===== config.mk =====
export PLATFORM = sky130hd
export DESIGN_NAME = instruction_fetch
export DESIGN_NICKNAME = d
export VERILOG_FILES = /design/src/rtl/core_pkg.sv /design/src/rtl/instruction_fetch.sv
export SDC_FILE = /design/constraint.sdc
export NUM_CORES = 1
export LEC_CHECK = 0
export BUFFER_PORTS_ARGS = -buffer_cell sky130_fd_sc_hd__buf_2
export CORE_UTILIZATION = 48
export CTS_BUF_LIST = sky130_fd_sc_hd__clkbuf_2 sky130_fd_sc_hd__clkbuf_4 sky130_fd_sc_hd__clkbuf_8
export DETAILED_ROUTE_END_ITERATION = 8
export PLACE_DENSITY_LB_ADDON = 0.2
export SYNTH_ARGS = -nofsm -noshare
export SYNTH_HDL_FRONTEND = slang
export SYNTH_SLANG_ARGS = --single-unit

===== constraint.sdc =====
create_clock -name clk -period 2.7 [get_ports clk]
set_clock_uncertainty 0.15 [all_clocks]
set_input_delay 0.135 -clock clk [delete_from_list [all_inputs] [get_ports clk]]
set_output_delay 0.135 -clock clk [all_outputs]
set_load 0.005 [all_outputs]

===== src/rtl/core_pkg.sv =====
// Shared definitions for the RV32I core.
//   XLEN / INSTR_W : data path and instruction widths
//   HALT_WORD      : unimp encoding; the fetch stage stops after fetching it
//   fetch_state_e  : fetch stage state encoding (RUN = fetching, DRAIN = stopped)
package core_pkg;

  localparam int XLEN    = 32;
  localparam int INSTR_W = 32;

  localparam logic [INSTR_W-1:0] HALT_WORD = 32'hc000_1073;

  typedef enum logic {
    RUN   = 1'b0,
    DRAIN = 1'b1
  } fetch_state_e;

endpackage


===== src/rtl/instruction_fetch.sv =====
// Fetch stage of the single-issue RV32I core.
// Owns the PC, drives the instruction-memory address combinationally, and
// captures the returned word into a valid/ready output register for decode.
// Redirects from execute replace the PC and flush the held word. Fetch stops
// once the halt word has been fetched, and only a redirect restarts it.
//
// Ports:
//   clk, rst_n                 clock; asynchronous active-low reset
//   imem_addr  (out)           byte address to instruction memory (= pc)
//   imem_rdata (in)            instruction word for imem_addr, same cycle
//   out_valid/out_ready        decode handshake
//   out_instr/out_pc (out)     fetched instruction and its address
//   redirect_vld/redirect_pc   PC change from execute; low two bits ignored
//   halted     (out)           halt word delivered to decode, fetch stopped
//   perf_fetch/perf_stall      performance counters
//
// Handshake: a word transfers to decode on a rising edge where
// out_valid && out_ready. While out_valid && !out_ready the output register
// and pc hold. A redirect in the same cycle takes priority and discards the
// held word, so it is never counted as transferred.
//
// Build option: define IFETCH_PERF_EN to build the counters; otherwise
// perf_fetch and perf_stall are tied to zero.
module instruction_fetch
  import core_pkg::*;
#(
  parameter logic [31:0] RESET_PC  = 32'h0000_0000,
  parameter logic [31:0] HALT_WORD = core_pkg::HALT_WORD
) (
  input  logic        clk,
  input  logic        rst_n,
  output logic [31:0] imem_addr,
  input  logic [31:0] imem_rdata,
  output logic        out_valid,
  input  logic        out_ready,
  output logic [31:0] out_instr,
  output logic [31:0] out_pc,
  input  logic        redirect_vld,
  input  logic [31:0] redirect_pc,
  output logic        halted,
  output logic [31:0] perf_fetch,
  output logic [31:0] perf_stall
);

  fetch_state_e state, state_d;
  logic [31:0]  pc, pc_d;
  logic         out_valid_d;
  logic [31:0]  out_instr_d, out_pc_d;
  logic         halted_d;
  logic         load;

  // The low two bits of a redirect target are forced to zero.
  logic unused_redirect_bits;
  assign unused_redirect_bits = ^redirect_pc[1:0];

  assign imem_addr = pc;

  always_comb begin
    state_d     = state;
    pc_d        = pc;
    out_valid_d = out_valid;
    out_instr_d = out_instr;
    out_pc_d    = out_pc;
    load        = (state == RUN) && (!out_valid || out_ready);

    if (redirect_vld) begin
      pc_d        = {redirect_pc[31:2], 2'b00};
      out_valid_d = 1'b0;
      state_d     = RUN;
    end else if (load) begin
      out_instr_d = imem_rdata;
      out_pc_d    = pc;
      out_valid_d = 1'b1;
      if (imem_rdata == HALT_WORD) begin
        // pc stays on the halt word's address while draining.
        state_d = DRAIN;
      end else begin
        pc_d = pc + 32'd4;
      end
    end else if (out_valid && out_ready) begin
      // Only reachable in DRAIN: decode takes the halt word.
      out_valid_d = 1'b0;
    end

    // Registered from next-state values so it rises the cycle after decode
    // takes the halt word and drops with the redirect that restarts fetch.
    halted_d = (state_d == DRAIN) && !out_valid_d;
  end

  always_ff @(posedge clk or negedge rst_n) begin
    if (!rst_n) begin
      state     <= RUN;
      pc        <= RESET_PC;
      out_valid <= 1'b0;
      out_instr <= '0;
      out_pc    <= '0;
      halted    <= 1'b0;
    end else begin
      state     <= state_d;
      pc        <= pc_d;
      out_valid <= out_valid_d;
      out_instr <= out_instr_d;
      out_pc    <= out_pc_d;
      halted    <= halted_d;
    end
  end

`ifdef IFETCH_PERF_EN
  logic [31:0] fetch_cnt, stall_cnt;

  always_ff @(posedge clk or negedge rst_n) begin
    if (!rst_n) begin
      fetch_cnt <= '0;
      stall_cnt <= '0;
    end else begin
      // A word flushed by a redirect is not a delivered instruction.
      if (out_valid && out_ready && !redirect_vld) fetch_cnt <= fetch_cnt + 32'd1;
      if (out_valid && !out_ready)                 stall_cnt <= stall_cnt + 32'd1;
    end
  end

  assign perf_fetch = fetch_cnt;
  assign perf_stall = stall_cnt;
`else
  assign perf_fetch = 32'h0;
  assign perf_stall = 32'h0;
`endif

endmodule


==> flow_summary.json, run 1 <==
{
  "cp_max_fo": 35,
  "cts_buffers": 9,
  "static-leakage-power_nw": 2.97,
  "hold_path.class": "in2async",
  "dr.pass1.iters": 4,
  "coreArea_um2": 9770,
  "avgSynthCellArea_um2": 11.5,
  "netlist_instances": 420,
  "place_congestion": 0.753,
  "antenna_found_initial": 0,
  "ys_ff_latch": 95,
  "drt_iter0_drc": 165,
  "die_w_um": 102,
  "crit_type": "in2reg",
  "slew_viol_final": 0,
  "dp_cells": 703,
  "start_util_pct": 49.4,
  "async_reset_ff_share_pct": 100,
  "rows": 36,
  "instances_no_fill": 784,
  "fmax_ghz": 0.435,
  "cts_sinks": 95,
  "clkLatencyLatePin_ns": 0.35,
  "highest_layer": "met4",
  "synth_commonest_cells": "dfrtp_1, buf_4, mux2_2",
  "relSlewSlack_pct": 37.1,
  "grt-ovfl-total": 0,
  "tns_ns": 0,
  "clock-root-buffer": "clkbuf_8",
  "n_antenna_cell": 0,
  "syn_area_um2": 4830,
  "power_density_nw_per_um2": 530,
  "timing.final.crit_period_ns": 2.30,
  "clk_pin_slew_ns": 0.09,
  "final_hold_viol_count": 0,
  "clock_tree.buffer_depth": 2,
  "maxCapViolCount": 0,
  "drt-total-wl_um": 11800,
  "fp.dieArea_um2": 10500,
  "synth_top_cell_area_share_pct": 49.2,
  "setup_viol": 0,
  "wl_met2_um": 5860,
  "num-nets-final": 715,
  "htreeDepth": 3,
  "met1Wirelength_um": 5060,
  "drive_gt1_share_pct": 37.8,
  "synth_most_common_cell": "dfrtp_1",
  "yosysSeqAreaShare_pct": 49.2,
  "ir_worst_vdd_v": 0.000316,
  "vias": 3891,
  "status": "completed",
  "yosys_warnings": 0,
  "grt_pass1_vias": 3686,
  "yosys-top-cells-area": "dfrtp_1, buf_4, mux2_2",
  "cp_data_arrival_time_ns": 2.38,
  "cp-start-kind": "input pin",
  "ant_nets": 0,
  "port-buffer-count": 159,
  "io-pin-count": 230,
  "wire_per_inst_um": 15.1,
  "dr_wl_met3_um": 724,
  "cp-end-kind": "register",
  "die_y_um": 102,
  "syn2layout_area_growth_pct": 32.2,
  "grt_pass1_wl_um": 18200,
  "vias_per_cell": 4.96,
  "post-route-period-util_pct": 85.2,
  "synth_edf_count": 0,
  "dp_hpwl_um": 7610,
  "worst_pin_slew_ns": 0.938,
  "drt_drc_violations_left": 0,
  "rsz0062_at_grt": "false",
  "yosysUniqueCellTypes": 44,
  "grt_max_degree": 96,
  "worstPathRequired_ns": 2.79,
  "grtUsageTotal_pct": 22.8,
  "synth_top_cell_by_area": "dfrtp_1",
  "synth_ff_type": "dfrtp_1",
  "cts_tree": "yes"
}
layer usage:
layer	track usage [%]	up-vias
met5	0	-
met4	8.79	0
met3	5.47	17
met2	37.9	152
met1	28.9	1902
li1	-	1820
registers in the layout (all words and copies together), names as in the netlist:
| name | flops |
|---|---|
| halted | 1 |
| out_instr | 32 |
| imem_addr | 30 |
| out_valid | 1 |
| out_pc | 30 |
| state | 1 |
power breakdown:
group	internal [mW]	switching [mW]	total (mW)
Combinational	0.389	0.320	0.708
Sequential	1.61	0.138	1.75
Clock	0.433	0.490	0.923
Total	2.43	0.948	3.38
final cells by class:
class	count	area, um2
Fill cell	798	3390
Clock buffer	13	179
Timing Repair Buffer	232	1520
Multi-Input combinational cell	305	2110
Clock inverter	3	15.0
Inverter	3	11.3
Tap cell	133	166
Sequential cell	95	2380
per-stage QoR:
stage	total power [mW]	hold slack, ns	utilization (%)	instance area [um2]	setup WS, ns
floorplan	2.12	-0.311	-	5080	0.801
global placement	2.37	0.0789	56.6	5540	0.584
detailed placement	2.40	0.0875	56.6	5540	0.501
CTS	3.39	0.246	65.3	6380	0.387
global route	3.56	0.282	65.3	6380	0.217
finish	3.38	0.246	65.3	6380	0.400
logic make-up (layout without fill, tap and decap cells):
group / Yosys count / in the layout / synth area share [%]
and+or+nand+nor: 100 / 100 / 12.2
DFF: 95 / 95 / 49.2
buffers and inverters: 87 / 251 / 12.4
muxes: 65 / 65 / 15.1
AOI/OAI and AO/OA: 59 / 59 / 8.53
xor gates and xnor gates: 12 / 12 / 2.18
adders and majority gates: 1 / 1 / 0.259
other: 1 / 68 / 0.0777
critical path: stages:
cell and delay, ns:
dlygate4sd3_1 0.54, buf_2 0.30, clkinv_1 0.82, mux2_2 0.57
cells in the final DEF, fill, tap and decap left out, drive strengths merged, types with 3 or more instances in the layout:
| cell type | n |
|---|---|
| o21ai | 24 |
| nand4 | 6 |
| and2 | 3 |
| mux2 | 64 |
| nand2 | 22 |
| nor4b | 3 |
| and3 | 7 |
| nor2 | 20 |
| clkinv | 4 |
| o31ai | 3 |
| dlygate4sd3 | 65 |
| clkbuf | 13 |
| nor4 | 4 |
| o211ai | 7 |
| xnor2 | 3 |
| conb | 68 |
| o2111ai | 8 |
| or4 | 6 |
| a31oi | 15 |
| xor2 | 9 |
| buf | 167 |
| or3 | 12 |
| nand3 | 7 |
| dfrtp | 95 |
worst paths after layout:
| kind | depth (start not counted) | slack (ns) | from | end |
|---|---|---|---|---|
| max | 4 | 0.40 | redirect_vld | imem_addr[13] |
| min | 3 | 0.25 | rst_n | out_instr[6] |
| max reg2reg | 5 | 0.51 | imem_addr[4] | imem_addr[30] |
| min reg2reg | 1 | 0.33 | out_instr[9] | out_instr[9] |
| max in group asynchronous | 3 | 1.76 | rst_n | imem_addr[24] |
| min in group clk | 1 | 0.33 | out_instr[9] | out_instr[9] |
timing repair:
item                                   in CTS  in global routing
gates resized for setup                     0                  0
endpoints found under the hold margin     159                  0
setup buffers                               0                  0
hold buffers                               65                  0
Note: power is estimated with default switching activity, not from simulation.
==> inputs of run 2 (changes only) <==
--- a/config.mk
+++ b/config.mk
@@ -6,6 +6,7 @@
 export NUM_CORES = 1
 export LEC_CHECK = 0
 export BUFFER_PORTS_ARGS = -buffer_cell sky130_fd_sc_hd__buf_2
+export CORE_MARGIN = 3
 export CORE_UTILIZATION = 48
 export CTS_BUF_LIST = sky130_fd_sc_hd__clkbuf_2 sky130_fd_sc_hd__clkbuf_4 sky130_fd_sc_hd__clkbuf_8
 export DETAILED_ROUTE_END_ITERATION = 8
==> run 2 against run 1 <==
Sequential power barely moved. Routed wire length rose by 1.2%. Design area barely moved. Highest routed layer unchanged. Hold slack got worse by 0.12 ns. Worst setup slack got worse by 0.14 ns. Power rose by 0.91%. Largest cell class unchanged.
==> flow_summary.json, run 2 (same netlist as run 1, synthesis figures left out) <==
{
  "status": "completed",
  "dp_cells": 698,
  "hold_path.class": "in2reg",
  "rsz0062_at_grt": "false",
  "dpl_worst_slack_ns": 0.484,
  "instances_no_fill": 778,
  "slowest_stage": "o2111ai_2",
  "final_common_cell": "buf_2",
  "die_y_um": 106,
  "grt-ovfl-total": 0,
  "final_hold_viol_count": 0,
  "timing.final.ws_setup_ns": 0.257,
  "cts_tree": "yes",
  "final_util_pct": 67.1,
  "layout_common_cells": "buf_2, dfrtp_1, conb_1",
  "static-leakage-power_nw": 2.95,
  "ir_worst_vdd_v": 0.000288,
  "drive_gt1_share_pct": 37.8,
  "holdWs_ns": 0.129,
  "coreArea_um2": 9500,
  "worstPathCellList": "dlygate4sd3_1 -> buf_2 -> nor4b_2 -> nand4_2 -> o2111ai_2 -> o21ai_0 -> a31oi_1",
  "post-route-period-util_pct": 90.5,
  "clkLatencyLatePin_ns": 0.35,
  "crit_type": "in2reg",
  "slew_viol_final": 0,
  "power_density_nw_per_um2": 534,
  "top_register": "out_instr",
  "cts_sinks": 95,
  "die_w_um": 106,
  "place_congestion": 0.766,
  "total_power_mw": 3.41,
  "crit_buf_inv": 2,
  "worstPathRequired_ns": 2.82,
  "io-pin-count": 230,
  "drt-total-wl_um": 12000,
  "start_util_pct": 50.8,
  "grt_max_degree": 64,
  "htreeDepth": 3,
  "ant_nets": 0,
  "max_stage_delay_ns": 0.58,
  "worst_pin_slew_ns": 0.826,
  "design_area_um2": 6380,
  "wire_per_inst_um": 15.4,
  "fp.dieArea_um2": 11300,
  "timing.final.crit_period_ns": 2.44,
  "drt_iter0_drc": 108,
  "cp_data_arrival_time_ns": 2.56,
  "cp-start-kind": "input pin",
  "vias": 3819,
  "n_antenna_cell": 0,
  "grtUsageTotal_pct": 21.4,
  "num-nets-final": 713,
  "grt_pass1_wl_um": 19400,
  "relSlewSlack_pct": 44.9,
  "largest_register_ffs": 32,
  "cp_top_family": "compound AO/OA/AOI/OAI gates",
  "vias_per_cell": 4.91,
  "antenna_found_initial": 0,
  "grt_pass1_vias": 3829,
  "cp_max_fo": 15,
  "dp_hpwl_um": 8290,
  "drt_drc_violations_left": 0,
  "placed_area_um2": 5540,
  "cp-end-kind": "register",
  "syn2layout_area_growth_pct": 32.1,
  "rows": 35,
  "maxCapViolCount": 0,
  "cts_setup_buffers": 0,
  "port-buffer-count": 159,
  "fmax_ghz": 0.409,
  "setup_viol": 0,
  "cts_buffers": 9,
  "dr.pass1.iters": 4,
  "clock-root-buffer": "clkbuf_8",
  "clock_tree.buffer_depth": 2,
  "tns_ns": 0,
  "clk_pin_slew_ns": 0.09
}
## run 2: worst paths after layout
| path | from | to | slack [ns] | cells after the start |
|---|---|---|---|---|
| min in group asynchronous | rst_n | out_pc[4] | 0.25 | 2 |
| worst max-delay path | imem_rdata[10] | imem_addr[31] | 0.26 | 7 |
| worst max register to register | imem_addr[4] | imem_addr[22] | 0.50 | 5 |
| worst min-delay path | redirect_vld | imem_addr[12] | 0.13 | 4 |
| max in group asynchronous | rst_n | out_instr[0] | 1.44 | 3 |
| worst min register to register | out_instr[2] | out_instr[2] | 0.33 | 1 |
## run 2: layout make-up
cell class	count	area, um2
timing repair buffer	230	1520
multi-input combinational	305	2110
clock inverter	5	57.6
inverter	3	11.3
clock buffer	11	145
sequential	95	2380
tap	129	161
fill	760	3120
## run 2: power breakdown
part	internal, mW	switching [mW]	leakage, nW	total [mW]
Clock	0.463	0.487	0.0950	0.950
Sequential	1.61	0.136	1.11	1.75
Combinational	0.390	0.324	1.75	0.714
## run 2: worst min-delay path: stages
cell	delay, ns
buf_2	0.11
buf_4	0.22
nand2_1	0.08
o21ai_1	0.05
## run 2: timing repair
action / in CTS / in global routing
setup endpoints to repair: 0 / 0
endpoints found under the hold margin: 125 / 0
hold buffers: 64 / 0
resized for setup: 0 / 0
## run 2: layer usage
metal / vias up / part of all wire [%] / track usage, %
li1: 1821 / - / -
met3: 21 / 7.3 / 5.16
met1: 1819 / 41 / 26.0
met5: - / 0 / 0
met2: 158 / 50 / 37.0
met4: 0 / 1.8 / 7.40
==> inputs of run 3 (changes only) <==
--- a/config.mk
+++ b/config.mk
@@ -5,7 +5,7 @@
 export SDC_FILE = /design/constraint.sdc
 export NUM_CORES = 1
 export LEC_CHECK = 0
-export BUFFER_PORTS_ARGS = -buffer_cell sky130_fd_sc_hd__buf_2
+export BUFFER_PORTS_ARGS = -buffer_cell sky130_fd_sc_hd__buf_4
 export CORE_MARGIN = 3
 export CORE_UTILIZATION = 48
 export CTS_BUF_LIST = sky130_fd_sc_hd__clkbuf_2 sky130_fd_sc_hd__clkbuf_4 sky130_fd_sc_hd__clkbuf_8
==> run 3 against run 2 <==
Sequential power barely moved. Clock power rose by 1%. Clock-buffer cell count did not move. Critical endpoint unchanged.
==> flow_summary.json, run 3 (same netlist as run 1, synthesis figures left out) <==
{
  "grt_pass1_vias": 4070,
  "grt-ovfl-total": 0,
  "worst_pin_slew_ns": 0.551,
  "vias_per_cell": 5.08,
  "wire_per_inst_um": 16.3,
  "final_common_cell": "buf_4",
  "cp_max_fo": 15,
  "worstPathRequired_ns": 2.83,
  "start_util_pct": 50.8,
  "static-leakage-power_nw": 3.11,
  "timing.final.crit_period_ns": 2.48,
  "cp-start-kind": "input pin",
  "fmax_ghz": 0.404,
  "cts_setup_buffers": 0,
  "grt_pass1_wl_um": 20600,
  "power_density_nw_per_um2": 523,
  "n_antenna_cell": 0,
  "num-fill-cells": 681,
  "regArea_um2": 2380,
  "crit_type": "in2reg",
  "cts_resized": 0,
  "maxCapViolCount": 0,
  "ir_worst_vdd_v": 0.000325,
  "vias": 3974,
  "cts_buffers": 9,
  "rsz0062_at_grt": "false",
  "drive_gt1_share_pct": 37.3,
  "hold_path.class": "in2async",
  "setup_viol": 0,
  "slew_viol_final": 0,
  "tns_ns": 0,
  "clock-root-buffer": "clkbuf_8",
  "final_hold_viol_count": 0,
  "drt_drc_violations_left": 0,
  "post-route-period-util_pct": 91.8,
  "multi_input_area_um2": 2110,
  "coreArea_um2": 9500,
  "num-nets-final": 718,
  "htreeDepth": 3,
  "cts_tree": "yes",
  "antenna_found_initial": 0,
  "cp-end-kind": "register",
  "grtUsageTotal_pct": 22.8,
  "clock_tree.buffer_depth": 2,
  "place_congestion": 0.772,
  "dr.pass1.iters": 4,
  "drt-total-wl_um": 12700,
  "clk_pin_slew_ns": 0.09,
  "die_y_um": 106,
  "grt_max_degree": 56,
  "rows": 35,
  "port-buffer-count": 159,
  "timing.final.ws_setup_ns": 0.222,
  "layout_common_cells": "buf_4, dfrtp_1, dlygate4sd3_1",
  "fp.dieArea_um2": 11300,
  "dp_hpwl_um": 8290,
  "cp_data_arrival_time_ns": 2.60,
  "drt_iter0_drc": 132,
  "syn2layout_area_growth_pct": 41.4,
  "die_w_um": 106,
  "relSlewSlack_pct": 63.2,
  "cts_sinks": 95,
  "largest_register_ffs": 32,
  "io-pin-count": 230,
  "cts.hold.buffers_added": 70,
  "ant_nets": 0,
  "top_register": "out_instr",
  "dpl_worst_slack_ns": 0.418,
  "status": "completed",
  "clkLatencyLatePin_ns": 0.35
}
-- run 3: worst paths after layout --
kind,from,to,slack (ns),depth (start not counted)
max,imem_rdata[8],imem_addr[31],0.22,7
min,rst_n,out_instr[7],0.15,2
max reg2reg,imem_addr[4],imem_addr[22],0.51,5
min reg2reg,out_instr[29],out_instr[29],0.35,1
max in group asynchronous,rst_n,imem_addr[27],1.55,3
min in group clk,out_instr[29],out_instr[29],0.35,1
-- run 3: per-stage QoR --
stage	area [um2]	hold slack (ns)	instances	util (%)	power, mW
after floorplan	5080	-0.311	487	-	2.12
after detailed placement	5920	0.00209	697	62.3	2.55
final	6830	0.152	783	71.8	3.57
after global placement	5920	-0.00460	697	62.3	2.52
after CTS	6830	0.153	783	71.8	3.59
after global routing	6830	0.183	783	71.8	3.76
-- run 3: routing by layer --
layer / track usage (%) / vias to the layer above / wire (um)
met1: 27.6 / 1970 / 5160
met2: 40.2 / 165 / 6530
met4: 6.85 / 0 / 112
met3: 5.28 / 8 / 929
met5: 0 / - / 0
li1: - / 1831 / -
-- run 3: layout make-up --
type                    count  share of cell area (%)
multi-input cells         305                    30.9
clock inverters             5                   0.843
repair buffers            235                    28.8
clock buffers              11                    2.13
well taps                 129                    2.36
flip-flops and latches     95                    34.8
inverters                   3                   0.165
-- run 3: critical path: stages --
cell and delay (ns):
dlygate4sd3_1 0.54, buf_4 0.14, nor4_1 0.33, nand4_2 0.50
o2111ai_2 0.58, o21ai_0 0.17, a31oi_1 0.19
-- run 3: power by group --
| part | leakage (nW) | switching [mW] | internal, mW |
|---|---|---|---|
| Combinational | 1.90 | 0.335 | 0.518 |
| Clock | 0.107 | 0.496 | 0.465 |
| Sequential | 1.11 | 0.151 | 1.61 |
